<file path="src/rtl/pixel_uart_pkg.sv">
// Shared types and constants for the pixel UART framer and its byte engine.
// PIXEL_UART_CHECKSUM_EN adds the CSUM framer state (trailing checksum byte).
package pixel_uart_pkg;

   localparam int UART_BITS = 10;
   localparam logic [7:0] DEFAULT_SYNC_BYTE = 8'hA5;

   typedef enum logic [1:0] {B_IDLE, B_START, B_DATA, B_STOP} byte_state_t;

`ifdef PIXEL_UART_CHECKSUM_EN
   typedef enum logic [1:0] {IDLE, SYNC, DATA, CSUM} framer_state_t;
`else
   typedef enum logic [1:0] {IDLE, SYNC, DATA} framer_state_t;
`endif

endpackage

</file>
<file path="src/rtl/pixel_uart_tx_if.sv">
// Pixel stream into the UART framer (AXI-Stream subset: valid/ready/data/last).
interface pixel_uart_tx_if;

   // A beat transfers on a clock edge where s_tvalid && s_tready; the master holds
   // data/last stable while valid is high and ready is low.
   logic       s_tvalid;
   logic       s_tready;
   logic [7:0] s_tdata;
   logic       s_tlast;

   modport master (output s_tvalid, s_tdata, s_tlast, input s_tready);
   modport slave  (input s_tvalid, s_tdata, s_tlast, output s_tready);

endinterface

</file>
<file path="src/rtl/uart_byte_tx.sv">
// 8N1 byte serialiser: start bit, 8 data bits LSB first, stop bit, CLK_DIV clocks each.
// done marks the last stop-bit cycle; the next load is taken in the following idle cycle.
module uart_byte_tx
   import pixel_uart_pkg::*;
#(
   parameter int CLK_DIV = 16
) (
   input  logic       clk,
   input  logic       rst,
   input  logic       load,
   input  logic [7:0] data,
   output logic       tx,
   output logic       done,
   output logic       idle
);

   localparam int CW        = (CLK_DIV > 1) ? $clog2(CLK_DIV) : 1;
   localparam int DATA_BITS = UART_BITS - 2;

   byte_state_t   state, state_nx;
   logic [CW-1:0] baud_cnt;
   logic [2:0]    bit_idx;
   logic [7:0]    shreg;
   logic          bit_end;

   assign bit_end = (baud_cnt == CW'(CLK_DIV - 1));

   always_ff @(posedge clk) begin
      if (rst) begin
         state    <= B_IDLE;
         baud_cnt <= '0;
         bit_idx  <= '0;
         shreg    <= '0;
      end else begin
         state <= state_nx;
         if (state == B_IDLE) begin
            baud_cnt <= '0;
            bit_idx  <= '0;
            if (load) shreg <= data;
         end else if (bit_end) begin
            baud_cnt <= '0;
            if (state == B_DATA) begin
               shreg   <= {1'b0, shreg[7:1]};
               bit_idx <= bit_idx + 3'd1;
            end
         end else begin
            baud_cnt <= baud_cnt + CW'(1);
         end
      end
   end

   always_comb begin
      state_nx = state;
      tx       = 1'b1;
      done     = 1'b0;
      idle     = 1'b0;
      case (state)
         B_IDLE: begin
            idle = 1'b1;
            if (load) state_nx = B_START;
         end
         B_START: begin
            tx = 1'b0;
            if (bit_end) state_nx = B_DATA;
         end
         B_DATA: begin
            tx = shreg[0];
            if (bit_end && bit_idx == 3'(DATA_BITS - 1)) state_nx = B_STOP;
         end
         B_STOP: begin
            if (bit_end) begin
               done     = 1'b1;
               state_nx = B_IDLE;
            end
         end
         default: state_nx = B_IDLE;
      endcase
   end

endmodule

</file>
<file path="src/rtl/pixel_uart_tx.sv">
// Pixel stream to UART: FIFO, then frames of SYNC byte + pixels (+ checksum byte
// when PIXEL_UART_CHECKSUM_EN is defined), serialised by uart_byte_tx.
module pixel_uart_tx
   import pixel_uart_pkg::*;
#(
   parameter int         CLK_DIV    = 16,
   parameter int         FIFO_DEPTH = 4,
   parameter logic [7:0] SYNC_BYTE  = DEFAULT_SYNC_BYTE
) (
   input  logic              clk,
   input  logic              rst,
   pixel_uart_tx_if.slave    s_axis,
   output logic              uart_tx,
   output logic              busy,
   output logic              frame_done,
   output logic [15:0]       frame_cnt
);

   localparam int AW = $clog2(FIFO_DEPTH);

   logic [8:0]    mem [FIFO_DEPTH];
   logic [AW-1:0] wr_ptr, rd_ptr;
   logic [AW:0]   count;
   logic          full, empty, push, pop;
   logic [8:0]    head;

   framer_state_t state, state_nx;
   logic          last_flag;
   logic          frame_end;
   logic          eng_load, eng_done, eng_idle;
   logic [7:0]    byte_data;
`ifdef PIXEL_UART_CHECKSUM_EN
   logic [7:0]    checksum;
`endif

   // Ready comes from the registered count only, so a pop while full frees a slot next cycle.
   assign full            = (count == (AW+1)'(FIFO_DEPTH));
   assign empty           = (count == '0);
   assign s_axis.s_tready = !rst && !full;
   assign push            = s_axis.s_tvalid && s_axis.s_tready;
   assign head            = mem[rd_ptr];

   always_ff @(posedge clk) begin
      if (push) mem[wr_ptr] <= {s_axis.s_tlast, s_axis.s_tdata};
   end

   always_ff @(posedge clk) begin
      if (rst) begin
         wr_ptr <= '0;
         rd_ptr <= '0;
         count  <= '0;
      end else begin
         if (push) wr_ptr <= wr_ptr + AW'(1);
         if (pop)  rd_ptr <= rd_ptr + AW'(1);
         case ({push, pop})
            2'b10:   count <= count + (AW+1)'(1);
            2'b01:   count <= count - (AW+1)'(1);
            default: count <= count;
         endcase
      end
   end

   always_ff @(posedge clk) begin
      if (rst) begin
         state      <= IDLE;
         last_flag  <= 1'b0;
         frame_done <= 1'b0;
         frame_cnt  <= '0;
`ifdef PIXEL_UART_CHECKSUM_EN
         checksum   <= '0;
`endif
      end else begin
         state      <= state_nx;
         frame_done <= frame_end;
         if (frame_end) frame_cnt <= frame_cnt + 16'd1;
         if (pop) last_flag <= head[8];
         else if (state == DATA && eng_done) last_flag <= 1'b0;
`ifdef PIXEL_UART_CHECKSUM_EN
         if (state == IDLE && eng_load) checksum <= '0;
         else if (pop) checksum <= checksum + head[7:0];
`endif
      end
   end

   // A tlast pixel closes the frame even when later pixels already sit in the FIFO.
   always_comb begin
      state_nx  = state;
      eng_load  = 1'b0;
      byte_data = SYNC_BYTE;
      pop       = 1'b0;
      frame_end = 1'b0;
      case (state)
         IDLE: begin
            if (!empty && eng_idle) begin
               eng_load = 1'b1;
               state_nx = SYNC;
            end
         end
         SYNC: begin
            if (eng_done) state_nx = DATA;
         end
         DATA: begin
            if (eng_idle && !empty) begin
               pop       = 1'b1;
               eng_load  = 1'b1;
               byte_data = head[7:0];
            end else if (eng_done && last_flag) begin
`ifdef PIXEL_UART_CHECKSUM_EN
               state_nx  = CSUM;
`else
               state_nx  = IDLE;
               frame_end = 1'b1;
`endif
            end
         end
`ifdef PIXEL_UART_CHECKSUM_EN
         CSUM: begin
            if (eng_idle) begin
               eng_load  = 1'b1;
               byte_data = checksum;
            end else if (eng_done) begin
               state_nx  = IDLE;
               frame_end = 1'b1;
            end
         end
`endif
         default: state_nx = IDLE;
      endcase
   end

   assign busy = (state != IDLE) || !empty;

   uart_byte_tx #(.CLK_DIV(CLK_DIV)) u_byte (
      .clk  (clk),
      .rst  (rst),
      .load (eng_load),
      .data (byte_data),
      .tx   (uart_tx),
      .done (eng_done),
      .idle (eng_idle)
   );

endmodule

</file>
<file path="src/flat_wrapper.sv">
// flat-port wrapper written by rule: the top's interface ports become plain ports
module pixel_uart_tx_flat import pixel_uart_pkg::*;
#(
   parameter int         CLK_DIV    = 16,
   parameter int         FIFO_DEPTH = 4,
   parameter logic [7:0] SYNC_BYTE  = DEFAULT_SYNC_BYTE
)
  (clk, rst, uart_tx, busy, frame_done, frame_cnt, s_axis_s_tvalid, s_axis_s_tdata, s_axis_s_tlast, s_axis_s_tready);
  pixel_uart_tx_if s_axis_i ();
  input  logic clk;
  input  logic rst;
  output logic uart_tx;
  output logic busy;
  output logic frame_done;
  output logic [15:0] frame_cnt;
  input wire logic [$bits(s_axis_i.s_tvalid)-1:0] s_axis_s_tvalid;
  input wire logic [$bits(s_axis_i.s_tdata)-1:0] s_axis_s_tdata;
  input wire logic [$bits(s_axis_i.s_tlast)-1:0] s_axis_s_tlast;
  output wire logic [$bits(s_axis_i.s_tready)-1:0] s_axis_s_tready;
  assign s_axis_i.s_tvalid = s_axis_s_tvalid;
  assign s_axis_i.s_tdata = s_axis_s_tdata;
  assign s_axis_i.s_tlast = s_axis_s_tlast;
  assign s_axis_s_tready = s_axis_i.s_tready;
  pixel_uart_tx #(.CLK_DIV(CLK_DIV), .FIFO_DEPTH(FIFO_DEPTH), .SYNC_BYTE(SYNC_BYTE)) u_core (.clk(clk), .rst(rst), .s_axis(s_axis_i), .uart_tx(uart_tx), .busy(busy), .frame_done(frame_done), .frame_cnt(frame_cnt));
endmodule
</file>
<file path="config.mk">
export PLATFORM = sky130hd
export DESIGN_NAME = pixel_uart_tx_flat
export DESIGN_NICKNAME = d
export VERILOG_FILES = /design/src/rtl/pixel_uart_pkg.sv /design/src/rtl/pixel_uart_tx_if.sv /design/src/rtl/uart_byte_tx.sv /design/src/rtl/pixel_uart_tx.sv /design/src/flat_wrapper.sv
export SDC_FILE = /design/constraint.sdc
export NUM_CORES = 1
export LEC_CHECK = 0
export CORE_MARGIN = 3
export CORE_UTILIZATION = 55
export CTS_CLUSTER_SIZE = 24
export DETAILED_ROUTE_END_ITERATION = 8
export GPL_TIMING_DRIVEN = 0
export PLACE_DENSITY = 0.77
export SLEW_MARGIN = 20
export SYNTH_ARGS = -nofsm -noshare
export SYNTH_HDL_FRONTEND = slang
export SYNTH_SLANG_ARGS = --single-unit
</file>
<file path="constraint.sdc">
create_clock -name clk -period 3.5 [get_ports clk]
set_input_delay 0.875 -clock clk [delete_from_list [all_inputs] [get_ports clk]]
set_output_delay 0.875 -clock clk [all_outputs]
set_load 0.005 [all_outputs]
</file>
After elaboration in Yosys (flattened, before gate mapping)
Memory sizes are Yosys's and may differ from the RTL's. A register that Yosys moved wholly into a read port is not among the register bits.
Index checks and enable logic that the tools add are counted.
W data, S select, Z words.
{"block": "classes", "mux": 33, "add_sub_neg": 7, "reduce_logical": 25, "eq_ne": 18}
{"op": "$mux W8", "count": 6}
{"op": "$mux W2", "count": 10}
{"op": "$add A16 B1 Y16 const B", "count": 1}
{"op": "$mux W1", "count": 13}
{"op": "$reduce_bool A2 Y1", "count": 5}
{"op": "$eq A2 B2 Y1 const B", "count": 4}
{"op": "$ne A2 B1 Y1 const B", "count": 4}
{"op": "$ne A2 B2 Y1 const B", "count": 4}
{"op": "$pmux W2 S4", "count": 1}
{"op": "$reduce_and A4 Y1", "count": 2}
{"op": "$add A3 B1 Y3 const B", "count": 2}
{"op": "$eq A2 B1 Y1 const B", "count": 3}
{"op": "$eq A3 B3 Y1 const B", "count": 2}
{"op": "$logic_and A1 B1 Y1", "count": 6}
{"op": "$pmux W2 S3", "count": 1}
{"op": "$pmux W3 S2", "count": 1}
{"op": "$add A2 B1 Y2 const B", "count": 2}
{"op": "$add A4 B1 Y4 const B", "count": 1}
{"op": "$eq A4 B4 Y1 const B", "count": 1}
{"op": "$logic_not A2 Y1", "count": 2}
{"op": "$reduce_or A2 Y1", "count": 2}
{"op": "$logic_not A1 Y1", "count": 3}
{"op": "$logic_not A3 Y1", "count": 1}
{"op": "$reduce_and A3 Y1", "count": 1}
{"op": "5 further kinds", "count": 5}
{"block": "word_totals", "ram_bits": 36, "in_bits": 12, "wordCells": 95, "out_inout_bits": 20, "mem_count": 1, "reg_bits": 44}
{"memory": "u_core.mem", "words": 4, "word_bits": 9, "read_ports": 1, "rd_ports_with_merged_regs": 1, "wr": 1, "line": "pixel_uart_tx.sv:21", "rtl": "logic [8:0] mem [FIFO_DEPTH];"}

Longest topological paths before layout
{"block": "depth", "word_depth": 7, "depth_mapped": 10, "depth_no_buf": 10}

By module
Synthesis repeated with hierarchy kept, for this count alone.
{"block": "unflattened", "cells_unflattened": 319, "hier_area_um2": 3653.5}
{"module": "pixel_uart_tx", "seq_area_each_um2": 1661.6, "area_each_um2": 2742.6, "cells_each": 216, "n_inst": 1}
{"module": "uart_byte_tx", "seq_area_each_um2": 340.3, "area_each_um2": 910.9, "cells_each": 103, "n_inst": 1}

Worst setup path after synthesis
No wires, ideal clock.
{"block": "synth_path", "path_type": "input port to flip-flop", "startpoint": "in rst", "endpoint": "reg u_core.count[2]", "path_buffers": 1, "path_slack_ns": 0.617, "t_required_ns": 3.430, "t_arrival_ns": 2.813, "setup_time_ns": 0.070, "stages": 8, "cell_sequence": "clkbuf_1 -> a211oi_1 -> inv_1 -> ha_1 -> fa_1 -> xnor2_1 -> or3_1 -> a21oi_1"}
{"block": "synth_via", "elab_chain_cells": 5, "elab_cells_between_ends": 7, "cone_classes": "2 x eq/ne; 1 x mux; 4 x reduce/logical"}
{"item": "start: declaration", "line": "flat_wrapper.sv:11", "rtl": "input logic rst;"}
{"item": "$logic_not A1 Y1", "line": "pixel_uart_tx.sv:39", "rtl": "assign s_axis.s_tready = !rst && !full;"}
{"item": "$logic_and A1 B1 Y1", "line": "pixel_uart_tx.sv:39"}
{"item": "$logic_and A1 B1 Y1", "line": "pixel_uart_tx.sv:40", "rtl": "assign push = s_axis.s_tvalid && s_axis.s_tready;"}
{"item": "$eq A2 B1 Y1 / $eq A2 B2 Y1 (equally long branches)", "line": "pixel_uart_tx.sv:55", "rtl": "case ({push, pop})"}
{"item": "$pmux W3 S2 / $reduce_bool A2 Y1 (equally long branches)"}
{"item": "end signal: assignment", "line": "pixel_uart_tx.sv:56", "rtl": "2'b10: count <= count + (AW+1)'(1);"}
{"item": "end signal: assignment", "line": "pixel_uart_tx.sv:57", "rtl": "2'b01: count <= count - (AW+1)'(1);"}
{"item": "end signal: assignment", "line": "pixel_uart_tx.sv:58", "rtl": "default: count <= count;"}
{"item": "end: declaration", "line": "pixel_uart_tx.sv:23", "rtl": "logic [AW:0] count;"}
Parallel ways exist; a longest one is shown, timed or not.
A chain may end at the register's enable or synchronous reset.

Worst setup path after layout
{"block": "layout_path", "startpoint": "in s_axis_s_tvalid", "endpoint": "reg u_core.count[2]"}
{"block": "layout_via", "elab_chain_cells": 3, "elab_cells_between_ends": 5, "cone_classes": "2 x eq/ne; 1 x mux; 2 x reduce/logical"}
{"item": "start: declaration", "line": "flat_wrapper.sv:16", "rtl": "input wire logic [$bits(s_axis_i.s_tvalid)-1:0] s_axis_s_tvalid;"}
{"item": "$logic_and A1 B1 Y1 (*)", "line": "pixel_uart_tx.sv:40"}
{"item": "$eq A2 B1 Y1 / $eq A2 B2 Y1 (equally long branches)", "line": "pixel_uart_tx.sv:55"}
{"item": "$pmux W3 S2 / $reduce_bool A2 Y1 (equally long branches)"}
Mark *: on every way between the ends. The rest lies on a longest branch, timed or not.

==> flow_summary.ini <==
[status]
outcome = finished clean

[die]
io_pins = 32
dieArea_sq_um = 7420
coreArea_sq_um = 6060
die_x_microns = 86.1
initial_core_util_pct = 58.3
die_h_microns = 86.1
rows = 28

[synthesis]
yosys-mux-area-fraction_pct = 7.73
synth_top_area_share_pct = 30.6
synth_xor_area_share_pct = 2.48
synth-compound-area-share_pct = 10.5
ys_seq_area_share_pct = 56.7
async_flop_share_pct = 0
ys.flop_type = dfxtp_1
synth.most_common_cell = dfxtp_1
synth_edf_count = 36
synth_simple_gate_area_share_pct = 14.8
syn-cell-area_sq_um = 3530
yosys-top-cells-count = 46 x dfxtp_1, 36 x edfxtp_1, 31 x nor2_1
synthCells = 300
synth-warning-count = 0
syn-mean-instance-area_sq_um = 11.8
synth_fa_ha_area_share_pct = 5.53
synth.area.top_cells = edfxtp_1 31%, dfxtp_1 26%, mux4_2 5.7%
ys_ff_latch = 82
ys_types = 44
synth_top_family_by_area = simple AND/OR/NAND/NOR gates
yosysTopAreaCell = edfxtp_1
syn-num-nets = 327

[clocking]
cts_buffer_depth = 2
hold_buffers = 0
tritoncts = done
htree_num_levels = 3
cts_sinks = 82
cts_root_buf = clkbuf_8
cts_resized = 0
clk_latency_ns = 0.35
numCtsBuffers = 9
post_cts_buffers = 0
clk_pin_slew_worst_paths_ns = 0.08

[global_route]
grt_use_total_pct = 20.0
grt_antenna_before_repair = 0
grt_pass1_wl_microns = 11400
grt_max_degree = 16
gr-total-overflow = 0
grt_pass1_vias = 2338

[power_and_ir_drop]
ir_drop_v = 0.000390
p_total_mw = 2.14
leakagePower_nw = 1.39
p_per_area_nw_per_um2 = 514

[detailed_routing]
wire_per_inst_microns = 16.3
vias_per_cell = 5.88
drcViolationCount = 0
finalWirelength_microns = 6880
vias = 2476
drt_first_pass_iters = 4
drtIter0Drc = 158
ant_nets = 0

[timing]
tns_ns = 0
rsz0062_at_grt = false
worst_slew_pin_slew_ns = 0.611
min_period_ns = 3.01
setup_ws_ns = 0.489
finalHoldViolCount = 0
setup_viol = 0
holdWs_ns = 0.466
skew_ns = 0.00709
maxSlewViolCount = 0
max_freq_mhz = 332
slew_headroom_pct = 58.7
final.period_utilization_pct = 86.0

[setup_path]
cp_max_fo = 8
worst-endpoint-required_ns = 3.78
arrival_ns = 3.29
r2r_slack_ns = 0.69
startpoint_type = input pin
crit_path_end_kind = flop
reg2reg_from = u_core.u_byte.state[0]$_SDFFE_PP0P_
reg2reg_to = u_core.count[2]$_SDFFE_PP0P_
r2r_cells = 10
crit_type = input pin to flop

[finish]
layout.nets = 368
drive_gt1_share_pct = 8.96
stdcell_count = 421
num_antenna_cells = 0
final_util_pct = 68.5
fin_area_sq_um = 4150
area_growth_pct = 17.6
fillCellCount = 451

[run]
max_cap_violations = 0

[hold_path]
hp-class = flop to flop
min_to = u_core.u_byte.shreg[5]$_SDFFE_PP0P_
min_path_cells = 2
worstHoldStart = u_core.u_byte.shreg[5]$_SDFFE_PP0P_

[place]
dpl-instance-area_sq_um = 3930
io_buffers = 30
place_inst = 405
place_congestion = 0.802
dp_slack_ns = -0.205
dp.final_hpwl_microns = 4790
==> layout by cell type (no fill, tap or decap), drive strengths merged, types with 6 or more instances in the layout <==
cell / count
inv: 9
a211oi: 9
nand2: 14
ha: 14
and2: 7
or4: 6
mux4: 9
a21oi: 18
clkdlybuf4s50: 30
edfxtp: 36
nor2: 31
o31ai: 10
o21ai: 9
mux2i: 7
xnor2: 6
nand3: 11
clkbuf: 17
dfxtp: 46
==> worst max path at each step <==
| stage | startpoint | endpoint | slack (ns) | cells after the start |
|---|---|---|---|---|
| global route | s_axis_s_tvalid | u_core.count[2]$_SDFFE_PP0P_ | 0.33 | 9 |
| detailed placement | s_axis_s_tvalid | u_core.count[2]$_SDFFE_PP0P_ | -0.20 | 9 |
| CTS | s_axis_s_tvalid | u_core.count[2]$_SDFFE_PP0P_ | 0.14 | 9 |
| global placement | s_axis_s_tvalid | u_core.count[2]$_SDFFE_PP0P_ | -0.13 | 9 |
| floorplan | rst | u_core.count[2]$_SDFFE_PP0P_ | 0.62 | 8 |
| finish | s_axis_s_tvalid | u_core.count[2]$_SDFFE_PP0P_ | 0.49 | 9 |
==> power by group <==
group,internal (mW),switching (mW)
Sequential,1.05,0.0359
Combinational,0.120,0.167
Clock,0.408,0.357
Total,1.58,0.560
==> per-layer routing <==
layer | track usage (%) | vias up | share of wire, %
li1 | - | 1211 | -
met1 | 27.0 | 1187 | 47
met4 | 7.34 | 0 | 1.0
met3 | 4.80 | 5 | 5.0
met5 | 0 | - | 0
met2 | 31.5 | 73 | 47
==> cells by family after synthesis <==
kind of cell / Yosys count
and+or+nand+nor: 99
DFF: 82
AOI/OAI and AO/OA: 58
buffers and inverters: 20
muxes: 16
adders and majority gates: 15
xor gates and xnor gates: 10
==> worst max-delay path, stage by stage <==
cell             delay [ns]
clkdlybuf4s50_1        0.45
inv_1                  0.04
a211oi_2               0.54
inv_1                  0.11
ha_1                   0.24
fa_1                   0.44
xnor2_1                0.14
or3_1                  0.30
a21oi_1                0.14
==> flip-flops by register name, summed over array words and instances, names as in the netlist, 3 cells and up, named ones only <==
signal / flops
u_core.frame_cnt: 16
u_core.mem: 36
u_core.u_byte.baud_cnt: 4
u_core.u_byte.bit_idx: 3
u_core.u_byte.shreg: 8
u_core.count: 3
==> cell type report <==
class / instances / area, sq um / share of cell area, %
Timing Repair Buffer: 30 / 300 / 7.23
Clock inverter: 7 / 100 / 2.41
Clock buffer: 9 / 124 / 2.98
Sequential cell: 82 / 2000 / 48.2
Multi-Input combinational cell: 198 / 1460 / 35.0
Inverter: 8 / 30.0 / 0.723
Tap cell: 75 / 93.8 / 2.26
Buffer: 12 / 48.8 / 1.17
No activity file was read; power rests on OpenSTA's default activity.
==> patch 1, RTL diff (same flow settings) <==
`FIFO_DEPTH` is set to 4 in 2 places; all go to 8.
--- a/src/rtl/pixel_uart_tx.sv
+++ b/src/rtl/pixel_uart_tx.sv
@@ -4,7 +4,7 @@
    import pixel_uart_pkg::*;
 #(
    parameter int         CLK_DIV    = 16,
-   parameter int         FIFO_DEPTH = 4,
+   parameter int         FIFO_DEPTH = 8,
    parameter logic [7:0] SYNC_BYTE  = DEFAULT_SYNC_BYTE
 ) (
    input  logic              clk,
--- a/src/flat_wrapper.sv
+++ b/src/flat_wrapper.sv
@@ -2,7 +2,7 @@
 module pixel_uart_tx_flat import pixel_uart_pkg::*;
 #(
    parameter int         CLK_DIV    = 16,
-   parameter int         FIFO_DEPTH = 4,
+   parameter int         FIFO_DEPTH = 8,
    parameter logic [7:0] SYNC_BYTE  = DEFAULT_SYNC_BYTE
 )
   (clk, rst, uart_tx, busy, frame_done, frame_cnt, s_axis_s_tvalid, s_axis_s_tdata, s_axis_s_tlast, s_axis_s_tready);
Behaviour: not the same (Yosys sat finds a counterexample within 10 cycles, from zero or initial values and one cycle with rst high).
==> patch 1 against the unedited design <==
Worst setup slack got worse by 0.39 ns. Highest routed layer unchanged. Non-clock buffer count is 12 higher. Register-to-register slack got worse by 0.29 ns. Sequential cell count is 40 higher. Wire length grew 51%. Core utilization rose by 0.71 points. Final cell count rose by 38%. Hold slack worse by 0.0052 ns. Total power is 65% higher. Cell area grew 49%. Sequential share of layout area grew 2.9 points. First-iteration DRC count is 46% higher. Synthesized area grew 46%.
==> patch 1: results (changes against the unedited design) <==
Status
  – Outcome: complete, no violations (unchanged)

Pwr
  – Leakage power: 2.044 nW (was 1.393 nW)
  – Int Pwr: 2.700 mW (was 1.576 mW)
  – Comb pwr: 0.304 mW (was 0.287 mW)
  – Worst vdd ir: 0.0006695 V (was 0.0003899 V)
  – Total sequential power: 1.60 mW (was 1.08 mW)

STA
  – Worst hold slack: 0.4609 ns (was 0.4662 ns)
  – Slew HR: 27.87% (was 58.71%)

Yosys
  – Main flop type after synthesis: edfxtp_1 (was dfxtp_1)
  – Sequential share of the synthesized area: 61.34% (was 56.70%)
  – Synth top cells by count: edfxtp_1, dfxtp_1, nor2_1, mux2i_1, a21oi_1 (was dfxtp_1, edfxtp_1, nor2_1, a21oi_1)
  – Number of flops mapped to enable cells by yosys: 72 (was 36)
  – Syn Inst Count: 407 (was 300)
  – Syn nets: 433 (was 327)
  – Top area cells in the synthesized netlist: edfxtp_1, dfxtp_1, mux2i_1 (was edfxtp_1, dfxtp_1, mux4_2)

Global routing
  – GRT Util Overall: 21.30% (was 20.03%)
  – Vias in the first global route: 3271 (was 2338)
  – Largest net degree at the start of global routing: 17 (was 16)

Place
  – Number of port buffers: 31 (was 30)
  – DPL Wire Length: 6795 um (was 4790 um)
  – DP Area: 5630 um2 (was 3925 um2)
  – Global placement routability congestion: 0.8300 (was 0.8017)

Route
  – DRT Pass-1 Iters: 7 (was 4)
  – Per-cell routed wire length: 17.89 um (was 16.33 um)
  – DR vias: 3418 (was 2476)

Min path
  – Hold_sp: u_core.u_byte.shreg[0] (was u_core.u_byte.shreg[5])
  – WHS Endpoint: u_core.u_byte.shreg[0] (was u_core.u_byte.shreg[5])

Worst setup path
  – Reg2Reg Depth: 12 (was 10)
  – Arrival time worst endpoint: 2.53 ns (was 3.29 ns)
  – Critical path peak fanout: 10 (was 8)
  – Slowest CP cell: clkdlybuf4s50_1 (was a211oi_2)
  – Delay-heaviest family, CP: buffers and inverters (was compound AO/OA/AOI/OAI gates)

CTS
  – H-tree levels: 4 (was 3)
  – Clock latency at the later pin of the worst-skew pair: 0.53 ns (was 0.35 ns)
  – Clock Pin Slew Worst Setup and Hold Paths: 0.06 ns (was 0.08 ns)

Layout
  – Share of layout cells above drive strength 1: 12.29% (was 8.960%)
==> patch 1: logic make-up after synthesis <==
kind of cell	synth area share (%)
fa+ha+maj	3.397
buf+inv	2.815
compound gates	8.954
simple gates	11.67
flops	61.34
mux	10.29
xor+xnor	1.529
==> patch 1: metal layers <==
layer | up-vias | global-route usage (%) | share of wire, %
li1 | 1641 | - | -
met1 | 1645 | 27.34 | 44
met2 | 106 | 33.57 | 47
met3 | 26 | 7.375 | 5.3
met4 | 0 | 8.267 | 2.8
met5 | - | 0 | 0
==> patch 1: area by class of cell <==
cell class / instances / area (um2) / area share (%)
timing repair buffer: 33 / 329.1 / 5.320
clock buffer: 20 / 425.4 / 6.877
multi-input combinational: 250 / 1861 / 30.08
buffer: 21 / 95.09 / 1.537
inverter: 14 / 52.55 / 0.8495
clock inverter: 12 / 125.1 / 2.023
tap: 108 / 135.1 / 2.184
sequential: 122 / 3163 / 51.13
==> patch 1: through the flow <==
stage / worst slack, ns / setup TNS (ns)
finish: 0.09875 / 0
global route: 0.05077 / 0
CTS: 0.1025 / 0
detailed placement: -0.1851 / -6.916
global placement: -0.6336 / -13.53
floorplan: 0.7307 / 0
==> patch 1: worst reg2reg max path: stages (launching register included) <==
cell and delay (ns):
dfxtp_1 0.34, inv_1 0.13, ha_1 0.16, clkbuf_1 0.40
o41ai_4 0.25, nor2_2 0.45, ha_1 0.34, xor2_1 0.18
ha_1 0.16, a21oi_1 0.05, xor2_1 0.15, or3_1 0.30
a21oi_1 0.14
==> patch 1: what timing repair did <==
item / 4_1_cts / 5_1_grt
buffers inserted: 0 / 0
gates resized for setup: 2 / 1
pin swaps: 0 / 0
endpoints found under the setup margin: 1 / 2
==> patch 2, RTL diff (config.mk and constraints unchanged) <==
Made on the original files. Reset style: asynchronous (`rst`), changed in 3 clocked blocks.
--- a/src/rtl/uart_byte_tx.sv
+++ b/src/rtl/uart_byte_tx.sv
@@ -25,7 +25,7 @@
 
    assign bit_end = (baud_cnt == CW'(CLK_DIV - 1));
 
-   always_ff @(posedge clk) begin
+   always_ff @(posedge clk or posedge rst) begin
       if (rst) begin
          state    <= B_IDLE;
          baud_cnt <= '0;
--- a/src/rtl/pixel_uart_tx.sv
+++ b/src/rtl/pixel_uart_tx.sv
@@ -44,7 +44,7 @@
       if (push) mem[wr_ptr] <= {s_axis.s_tlast, s_axis.s_tdata};
    end
 
-   always_ff @(posedge clk) begin
+   always_ff @(posedge clk or posedge rst) begin
       if (rst) begin
          wr_ptr <= '0;
          rd_ptr <= '0;
@@ -60,7 +60,7 @@
       end
    end
 
-   always_ff @(posedge clk) begin
+   always_ff @(posedge clk or posedge rst) begin
       if (rst) begin
          state      <= IDLE;
          last_flag  <= 1'b0;
Formal check against the unedited RTL: differs if rst is asserted again (counterexample within 4 cycles, from zero or initial values and one cycle with rst high); with rst held inactive, the same outputs for 10 cycles.
==> patch 2 against the unedited design <==
Maximum frequency down 4.7%. Core utilization down 0.22 points. Synthesized area down 1.4%. Cell area down 0.90%. Total power grew 14%. Worst setup slack got worse by 0.15 ns. Sequential cell count down 2. Wire length fell by 19%. Largest cell class unchanged.
==> patch 2: results (changes against the unedited design) <==
Pwr
  – Power of the clock network: 0.685 mW (was 0.765 mW)
  – Share of power burned in registers: 50.9% (was 50.7%)
  – Worst vdd ir: 0.0004063 V (was 0.0003899 V)
  – Leakage power: 1.594 nW (was 1.393 nW)
  – P_sw: 0.7116 mW (was 0.5602 mW)

Worst setup path
  – Arrival time worst endpoint: 3.39 ns (was 3.29 ns)
  – Reg2Reg Depth: 9 (was 10)
  – Critical path peak fanout: 10 (was 8)

Min path
  – Hold depth: 1 (was 2)

Place
  – DP Area: 3914 um2 (was 3925 um2)
  – Pre-CTS setup slack: 0.3369 ns (was -0.2047 ns)
  – Number of port buffers: 31 (was 30)
  – DPL Wire Length: 4028 um (was 4790 um)

CTS
  – Cts bufs inserted: 9 (unchanged)
  – Bufs on Longest Clock Path: 2 (unchanged)

Global routing
  – Vias in the first global route: 2044 (was 2338)
  – Largest net degree at the start of global routing: 27 (was 16)
  – GRT Util Overall: 17.25% (was 20.03%)
  – Met3 Track Usage GR: 5.283% (was 4.803%)
  – Met2 global-route usage: 25.71% (was 31.53%)

Layout
  – Nets: 322 (was 368)
  – Share of layout cells above drive strength 1: 12.33% (was 8.960%)

Yosys
  – Count of cell types in the netlist: 40 (was 44)
  – Synth top cells by count: dfrtp_1, edfxtp_1, xnor2_1, inv_1, ha_1 (was dfxtp_1, edfxtp_1, nor2_1, a21oi_1)
  – Syn nets: 279 (was 327)
  – Sequential share of the synthesized area: 62.67% (was 56.70%)
  – Asr flop ratio synth: 55.00% (was 0%)
  – Syn. warnings: 0 (unchanged)

STA
  – Fmax: 0.3165 GHz (was 0.3321 GHz)
  – Setup Skew: 0.003541 ns (was 0.007093 ns)
  – Slew HR: 48.81% (was 58.71%)

Route
  – Final WL: 5569 um (was 6875 um)
  – Met1 WL: 2641 um (was 3198 um)
  – Met3 wire len: 212 um (was 345 um)
  – DRT iter0 DRCs: 144 (was 158)
  – Drt via density: 5.472 (was 5.881)

Status
  – Outcome: complete, no violations (unchanged)
[patch 2: path summary, 6_finish.rpt]
kind,from,endpoint
worst max register to register,u_core.u_byte.state[0],u_core.count[1]
worst min register to register,u_core.frame_cnt[15],u_core.frame_cnt[15]
worst min-delay path,u_core.frame_cnt[15],u_core.frame_cnt[15]
max in group asynchronous,rst,u_core.state[0]
worst max-delay path,u_core.u_byte.state[0],u_core.count[1]
min in group asynchronous,rst,u_core.wr_ptr[1]
[patch 2: worst max-delay path: stages, from the launching register on]
cell      delay, ns
dfrtp_1        0.42
inv_1          0.11
ha_1           0.15
clkbuf_1       0.35
nor3b_1        0.53
nand2_1        0.28
inv_1          0.28
ha_1           0.26
fa_1           0.39
mux2_2         0.27
[patch 2: area by class of cell]
| type | count | area [um2] |
|---|---|---|
| Clock buffer | 9 | 123.9 |
| Inverter | 18 | 67.56 |
| Fill cell | 444 | 1909 |
| Timing Repair Buffer | 32 | 337.8 |
| Clock inverter | 7 | 78.83 |
| Sequential cell | 80 | 2182 |
| Multi-Input combinational cell | 146 | 1202 |
| Buffer | 8 | 30.03 |
| Tap cell | 75 | 93.84 |
[patch 2: logic make-up after synthesis]
kind of cell | synth area share, %
AOI/OAI and AO/OA | 6.648
buffers and inverters | 2.803
DFF | 62.67
xor gates and xnor gates | 5.785
muxes | 7.079
and+or+nand+nor | 9.415
adders and majority gates | 5.606
[patch 2: per-stage QoR]
step           total power [mW]  instances  util (%)  hold WS, ns
2_1_floorplan             1.614        252         -       0.4659
3_3_place_gp              1.744        358     64.49       0.4596
3_5_place_dp              1.775        359     64.95       0.4656
4_1_cts                   2.464        375     68.31       0.4817
5_1_grt                   2.599        375     68.31       0.5174
6_report                  2.431        375     68.31       0.4773
